$ cat src/rtl/seq_csa_multiplier_if.sv
// Operand/result handshake bundle for seq_csa_multiplier.
// The master side issues operands and consumes results; the slave side is the multiplier.
interface seq_csa_multiplier_if #(
    parameter int A_WIDTH = 64,
    parameter int B_WIDTH = 64
);
    logic                       start;
    logic                       signed_mode;
    logic [A_WIDTH-1:0]         in_a;
    logic [B_WIDTH-1:0]         in_b;
    logic                       in_ready;
    logic                       busy;
    logic                       out_valid;
    logic                       out_ready;
    logic [A_WIDTH+B_WIDTH-1:0] product;

    modport master (
        output start, signed_mode, in_a, in_b, out_ready,
        input  in_ready, busy, out_valid, product
    );

    modport slave (
        input  start, signed_mode, in_a, in_b, out_ready,
        output in_ready, busy, out_valid, product
    );
endinterface

$ cat src/rtl/seq_csa_multiplier.sv
// Sequential slice-by-slice multiplier with a carry-save accumulator.
// Operand A is walked MSB slice first; each slice times B is folded into a
// redundant sum/carry pair, and a single carry-propagate add resolves it.
module seq_csa_multiplier #(
    parameter int A_WIDTH     = 64,
    parameter int B_WIDTH     = 64,
    parameter int SLICE_WIDTH = 16
) (
    input  logic                  clk,
    input  logic                  rst,
    seq_csa_multiplier_if.slave   bus
);
    localparam int NUM_SLICES = A_WIDTH / SLICE_WIDTH;
    localparam int P_WIDTH    = A_WIDTH + B_WIDTH;
    localparam int IDX_WIDTH  = (NUM_SLICES > 1) ? $clog2(NUM_SLICES) : 1;
    // Signed (SLICE_WIDTH+1) x (B_WIDTH+1) product always fits in this width.
    localparam int PP_WIDTH   = SLICE_WIDTH + B_WIDTH + 2;
    localparam int EXT_WIDTH  = (P_WIDTH > PP_WIDTH) ? P_WIDTH : PP_WIDTH;
    localparam logic [IDX_WIDTH-1:0] TOP_IDX = IDX_WIDTH'(NUM_SLICES - 1);

    if ((NUM_SLICES < 1) || (A_WIDTH % SLICE_WIDTH != 0)) begin : g_bad_params
        $error("seq_csa_multiplier: A_WIDTH must be a non-zero multiple of SLICE_WIDTH");
    end

    typedef enum logic [1:0] {
        IDLE    = 2'd0,
        RUN     = 2'd1,
        RESOLVE = 2'd2,
        DONE    = 2'd3
    } state_t;

    state_t               state_q, state_d;
    logic [A_WIDTH-1:0]   a_q, a_d;
    logic [B_WIDTH-1:0]   b_q, b_d;
    logic                 signed_q, signed_d;
    logic [P_WIDTH-1:0]   sum_q, sum_d;
    logic [P_WIDTH-1:0]   carry_q, carry_d;
    logic [P_WIDTH-1:0]   product_q, product_d;
    logic [IDX_WIDTH-1:0] idx_q, idx_d;
    logic                 out_valid_q, out_valid_d;

    logic [SLICE_WIDTH-1:0]       slice;
    logic                         slice_signed;
    logic [SLICE_WIDTH:0]         slice_ext;
    logic [B_WIDTH:0]             b_ext;
    logic signed [PP_WIDTH-1:0]   pp_narrow;
    logic signed [EXT_WIDTH-1:0]  pp_wide;
    logic [P_WIDTH-1:0]           pp;
    logic [P_WIDTH-1:0]           csa_x, csa_y, csa_sum, csa_carry;
    logic                         in_ready;
    logic                         accept;

    // Select the A slice addressed by the down-counter.
    always_comb begin
        slice = '0;
        for (int i = 0; i < NUM_SLICES; i++) begin
            if (idx_q == IDX_WIDTH'(i)) begin
                slice = a_q[i*SLICE_WIDTH +: SLICE_WIDTH];
            end
        end
    end

    // Partial product: only the top slice carries A's sign; B is signed in signed mode.
    always_comb begin
        slice_signed = signed_q && (idx_q == TOP_IDX);
        slice_ext    = {slice_signed & slice[SLICE_WIDTH-1], slice};
        b_ext        = {signed_q & b_q[B_WIDTH-1], b_q};
        pp_narrow    = PP_WIDTH'($signed(slice_ext)) * PP_WIDTH'($signed(b_ext));
        pp_wide      = EXT_WIDTH'(pp_narrow);
        pp           = pp_wide[P_WIDTH-1:0];
    end

    // 3:2 compression of the shifted accumulator pair with the new partial product.
    always_comb begin
        csa_x     = sum_q << SLICE_WIDTH;
        csa_y     = carry_q << SLICE_WIDTH;
        csa_sum   = csa_x ^ csa_y ^ pp;
        csa_carry = ((csa_x & csa_y) | (csa_x & pp) | (csa_y & pp)) << 1;
    end

    assign in_ready = (state_q == IDLE) || ((state_q == DONE) && bus.out_ready);
    assign accept   = bus.start && in_ready;

    // Next-state and datapath update; a DONE with out_ready can accept straight into RUN.
    always_comb begin
        state_d     = state_q;
        a_d         = a_q;
        b_d         = b_q;
        signed_d    = signed_q;
        sum_d       = sum_q;
        carry_d     = carry_q;
        product_d   = product_q;
        idx_d       = idx_q;
        out_valid_d = out_valid_q;

        case (state_q)
            IDLE: ;
            RUN: begin
                sum_d   = csa_sum;
                carry_d = csa_carry;
                if (idx_q == '0) begin
                    state_d = RESOLVE;
                end else begin
                    idx_d = idx_q - 1'b1;
                end
            end
            RESOLVE: begin
                product_d   = sum_q + carry_q;
                out_valid_d = 1'b1;
                state_d     = DONE;
            end
            DONE: begin
                if (bus.out_ready) begin
                    out_valid_d = 1'b0;
                    state_d     = IDLE;
                end
            end
            default: state_d = IDLE;
        endcase

        if (accept) begin
            a_d      = bus.in_a;
            b_d      = bus.in_b;
            signed_d = bus.signed_mode;
            sum_d    = '0;
            carry_d  = '0;
            idx_d    = TOP_IDX;
            state_d  = RUN;
        end
    end

    // State registers with synchronous reset that discards any operation in flight.
    always_ff @(posedge clk) begin
        if (rst) begin
            state_q     <= IDLE;
            a_q         <= '0;
            b_q         <= '0;
            signed_q    <= 1'b0;
            sum_q       <= '0;
            carry_q     <= '0;
            product_q   <= '0;
            idx_q       <= '0;
            out_valid_q <= 1'b0;
        end else begin
            state_q     <= state_d;
            a_q         <= a_d;
            b_q         <= b_d;
            signed_q    <= signed_d;
            sum_q       <= sum_d;
            carry_q     <= carry_d;
            product_q   <= product_d;
            idx_q       <= idx_d;
            out_valid_q <= out_valid_d;
        end
    end

    assign bus.in_ready  = in_ready;
    assign bus.busy      = (state_q == RUN) || (state_q == RESOLVE);
    assign bus.out_valid = out_valid_q;
    assign bus.product   = product_q;
endmodule

$ cat src/flat_wrapper.sv
// flat-port wrapper written by rule: the top's interface ports become plain ports
module seq_csa_multiplier_flat 
#(
    parameter int A_WIDTH     = 64,
    parameter int B_WIDTH     = 64,
    parameter int SLICE_WIDTH = 16
)
  (clk, rst, bus_start, bus_signed_mode, bus_in_a, bus_in_b, bus_out_ready, bus_in_ready, bus_busy, bus_out_valid, bus_product);
  seq_csa_multiplier_if #(.A_WIDTH(A_WIDTH), .B_WIDTH(B_WIDTH)) bus_i ();
  input  logic clk;
  input  logic rst;
  input wire logic [$bits(bus_i.start)-1:0] bus_start;
  input wire logic [$bits(bus_i.signed_mode)-1:0] bus_signed_mode;
  input wire logic [$bits(bus_i.in_a)-1:0] bus_in_a;
  input wire logic [$bits(bus_i.in_b)-1:0] bus_in_b;
  input wire logic [$bits(bus_i.out_ready)-1:0] bus_out_ready;
  output wire logic [$bits(bus_i.in_ready)-1:0] bus_in_ready;
  output wire logic [$bits(bus_i.busy)-1:0] bus_busy;
  output wire logic [$bits(bus_i.out_valid)-1:0] bus_out_valid;
  output wire logic [$bits(bus_i.product)-1:0] bus_product;
  assign bus_i.start = bus_start;
  assign bus_i.signed_mode = bus_signed_mode;
  assign bus_i.in_a = bus_in_a;
  assign bus_i.in_b = bus_in_b;
  assign bus_i.out_ready = bus_out_ready;
  assign bus_in_ready = bus_i.in_ready;
  assign bus_busy = bus_i.busy;
  assign bus_out_valid = bus_i.out_valid;
  assign bus_product = bus_i.product;
  seq_csa_multiplier #(.A_WIDTH(A_WIDTH), .B_WIDTH(B_WIDTH), .SLICE_WIDTH(SLICE_WIDTH)) u_core (.clk(clk), .rst(rst), .bus(bus_i));
endmodule
$ cat config.mk
export PLATFORM = sky130hd
export DESIGN_NAME = seq_csa_multiplier_flat
export DESIGN_NICKNAME = d
export VERILOG_FILES = /design/src/rtl/seq_csa_multiplier_if.sv /design/src/rtl/seq_csa_multiplier.sv /design/src/flat_wrapper.sv
export SDC_FILE = /design/constraint.sdc
export NUM_CORES = 2
export LEC_CHECK = 0
export ABC_CLOCK_PERIOD_IN_PS = 17810
export BUFFER_PORTS_ARGS = -buffer_cell sky130_fd_sc_hd__buf_2
export CORE_MARGIN = 3
export CORE_UTILIZATION = 54
export CTS_BUF_LIST = sky130_fd_sc_hd__clkbuf_8
export DETAILED_ROUTE_END_ITERATION = 16
export GPL_TIMING_DRIVEN = 0
export PLACE_DENSITY = 0.77
export SLEW_MARGIN = 20
export SYNTH_ARGS = -nofsm -noshare
export SYNTH_HDL_FRONTEND = slang
export SYNTH_SLANG_ARGS = --single-unit
export TNS_END_PERCENT = 100
$ cat constraint.sdc
create_clock -name clk -period 17.81 [get_ports clk]
set_input_delay 0.8905 -clock clk [delete_from_list [all_inputs] [get_ports clk]]
set_output_delay 0.8905 -clock clk [all_outputs]
set_load 0.02 [all_outputs]
==> results.ini <==
[place]
place.gp.congestion=1.01
numPortBuffers=263
hpwlAfterDp_um=175000

[sta]
slew_headroom=0.137
finalCritPeriodShare=0.693
max_freq_mhz=81.0
drv_slew=0
period_minus_slack_ns=12.34
whs_ns=0.241
skew_ns=0.112
worstMarginPinSlew_ns=1.29
finalHoldViolCount=0
rsz0062_at_grt=no
setup_viol=0

[routing]
drt_first_pass_iters=6
wire_per_inst_um=22.2
ant_nets=0
drt_first_iter_violations=5317
vias=54400
drc=0
wirelength_um=212000
avgViaCountPerCell=5.69

[clock_tree]
root_buffer=clkbuf_8
cts_max_path_buffers=3
cts_tree=yes
clk_latency_ns=0.88
hold_buffers=0
cts_resized=0
cts_buffers=90
cts_setup_buffers=0
path_clk_slew_ns=0.09
cts_sinks=501
htree_levels=3

[worst_setup_path]
path_class=reg2reg
crit_required_ns=18.59
cp_slowest_cell=clkbuf_1
cp_max_fo=10
crit_path_end_kind=flop
cp-start-kind=flop
arrival_ns=13.12
cpPeakStageDelay_ns=0.88
cp_common_cell=fa_1

[min_path]
hold_path_class=in2reg

[global_route]
grt_max_degree=16
grtUsageTotal=0.350
grt_pass1_wl_um=323000
grt_overflow_total=0
antenna_found_initial=12
first_global_vias=55200

[power]
power_uw=5450
vdd_ir_drop_max_uv=92.9
p_leak_uw=0.0321
p_per_area_mw_per_mm2=79.0

[yosys]
synth_cell_types=77
synth-async-reset-ratio=0
yosysTopAreaCell=fa_1
ys_top_cells_by_area=fa_1 35%, dfxtp_1 16%, inv_1 8.3%
synth_seq_cells=501
synth_nets=9156
ys_warn_count=0
synthFlopType=dfxtp_1
synth_top_area_frac=0.349
syn_area_mm2=0.0637
synth_edf_count=0
seq_area_frac_synth=0.157
syn_area_per_cell_um2=8.39
syn_inst=7595

[die]
pin_count=264
start_util=0.546
fp.dieW_um=349
fp.dieArea_mm2=0.122
core_mm2=0.117
die_h_um=349
rows=125

[run_status]
status=finished, final reports clean

[finish]
final_nets=9516
area_delta_synth_final_pct=8.37
final_common_cell=inv_1
most-common-layout-cells=1433 x inv_1, 1171 x nand2_1, 1111 x fa_1, 547 x nor2_1, 501 x dfxtp_1
drive_gt1_frac=0.0590

[job]
max_cap_violations=0

cell type report:
| type | count | area, um^2 |
|---|---|---|
| fill | 10400 | 47600 |
| multi-input combinational | 5217 | 46600 |
| sequential | 501 | 10000 |
| inverter | 1407 | 5280 |
| tap | 1524 | 1910 |
| buffer | 470 | 1830 |
| clock buffer | 109 | 1500 |
| timing repair buffer | 268 | 1390 |
| clock inverter | 56 | 469 |
| antenna | 13 | 32.5 |
synthesized netlist by cell type (12+ instances only):
| cell | count |
|---|---|
| xnor2_1 | 119 |
| nor3_1 | 28 |
| nor2_1 | 548 |
| nor2b_1 | 150 |
| dfxtp_1 | 501 |
| o21bai_1 | 48 |
| or3_1 | 12 |
| a211oi_1 | 209 |
| a21boi_0 | 15 |
| clkbuf_1 | 410 |
| nand2b_1 | 39 |
| inv_1 | 1407 |
| buf_1 | 37 |
| nand3_1 | 35 |
| mux2i_1 | 134 |
| a21oi_1 | 414 |
| nand4_1 | 76 |
| o21ai_0 | 179 |
| clkbuf_2 | 12 |
| and2_1 | 242 |
| a31oi_1 | 23 |
| fa_1 | 1111 |
| xor2_1 | 74 |
| ha_1 | 317 |
| nand2_1 | 1171 |
| o21a_1 | 27 |
| a21o_1 | 109 |
cells by family (layout without fill, tap and decap cells):
kind of cell	count (synthesis)	in the layout	share of synthesized area
AND/OR/NAND/NOR	2348	2348	0.163
buffers and inverters	1877	2310	0.111
adder cells (fa/ha/maj)	1428	1428	0.411
AO/OA/AOI/OAI	1114	1114	0.110
flip-flops	501	501	0.157
XOR/XNOR	193	193	0.0265
multiplexers	134	134	0.0211
other	0	13	0
path summary, 6_finish.rpt:
kind / from / end / slack (ns) / cells past startpoint
worst max-delay path: u_core.idx_q[1] / u_core.sum_q[79] / 5.47 / 34
worst min-delay path: bus_in_b[8] / u_core.b_q[8] / 0.24 / 3
worst max register to register: u_core.idx_q[1] / u_core.sum_q[79] / 5.47 / 34
worst min register to register: u_core.bus.product[117] / u_core.bus.product[117] / 0.45 / 2
per-stage QoR:
| stage | TNS [ns] | cells | worst slack (ns) | utilization | instance area, um^2 |
|---|---|---|---|---|---|
| after global placement | -44.17 | 9382 | -0.664 | 0.574 | 66900 |
| after CTS | 0 | 9552 | 5.77 | 0.591 | 69000 |
| after floorplan | 0 | 7595 | 4.57 | - | 63700 |
| after detailed placement | 0 | 9387 | 5.75 | 0.575 | 67000 |
| after global routing | 0 | 9555 | 5.02 | 0.592 | 69000 |
| final | 0 | 9565 | 5.47 | 0.592 | 69000 |
where the power goes:
part,switching (uW),internal (uW)
clock,573,641
combinational,1950,879
sequential,153,1260
total,2680,2780
state kept, by name, indices dropped and copies added, names as in the netlist:
| signal | count |
|---|---|
| u_core.state_q | 2 |
| u_core.sum_q | 128 |
| u_core.b_q | 64 |
| u_core.signed_q | 1 |
| u_core.idx_q | 2 |
| u_core.bus.out_valid | 1 |
| u_core.a_q | 64 |
| u_core.carry_q | 111 |
| u_core.bus.product | 128 |
critical path, delay by kind of cell, from the launching register on:
| family | cells | cell delay [ns] |
|---|---|---|
| xor+xnor | 1 | 0.24 |
| flops | 1 | 0.35 |
| fa+ha+maj | 9 | 4.28 |
| simple gates | 7 | 1.60 |
| compound gates | 9 | 3.21 |
| buf+inv | 8 | 2.62 |
per-layer routing:
metal,up-vias,track usage,part of all wire
met5,-,0,0
met1,26600,0.461,0.39
met2,3041,0.535,0.43
met4,0,0.178,0.060
met3,635,0.0897,0.12
li1,24100,-,-
Power figures use the tool's default switching activity.
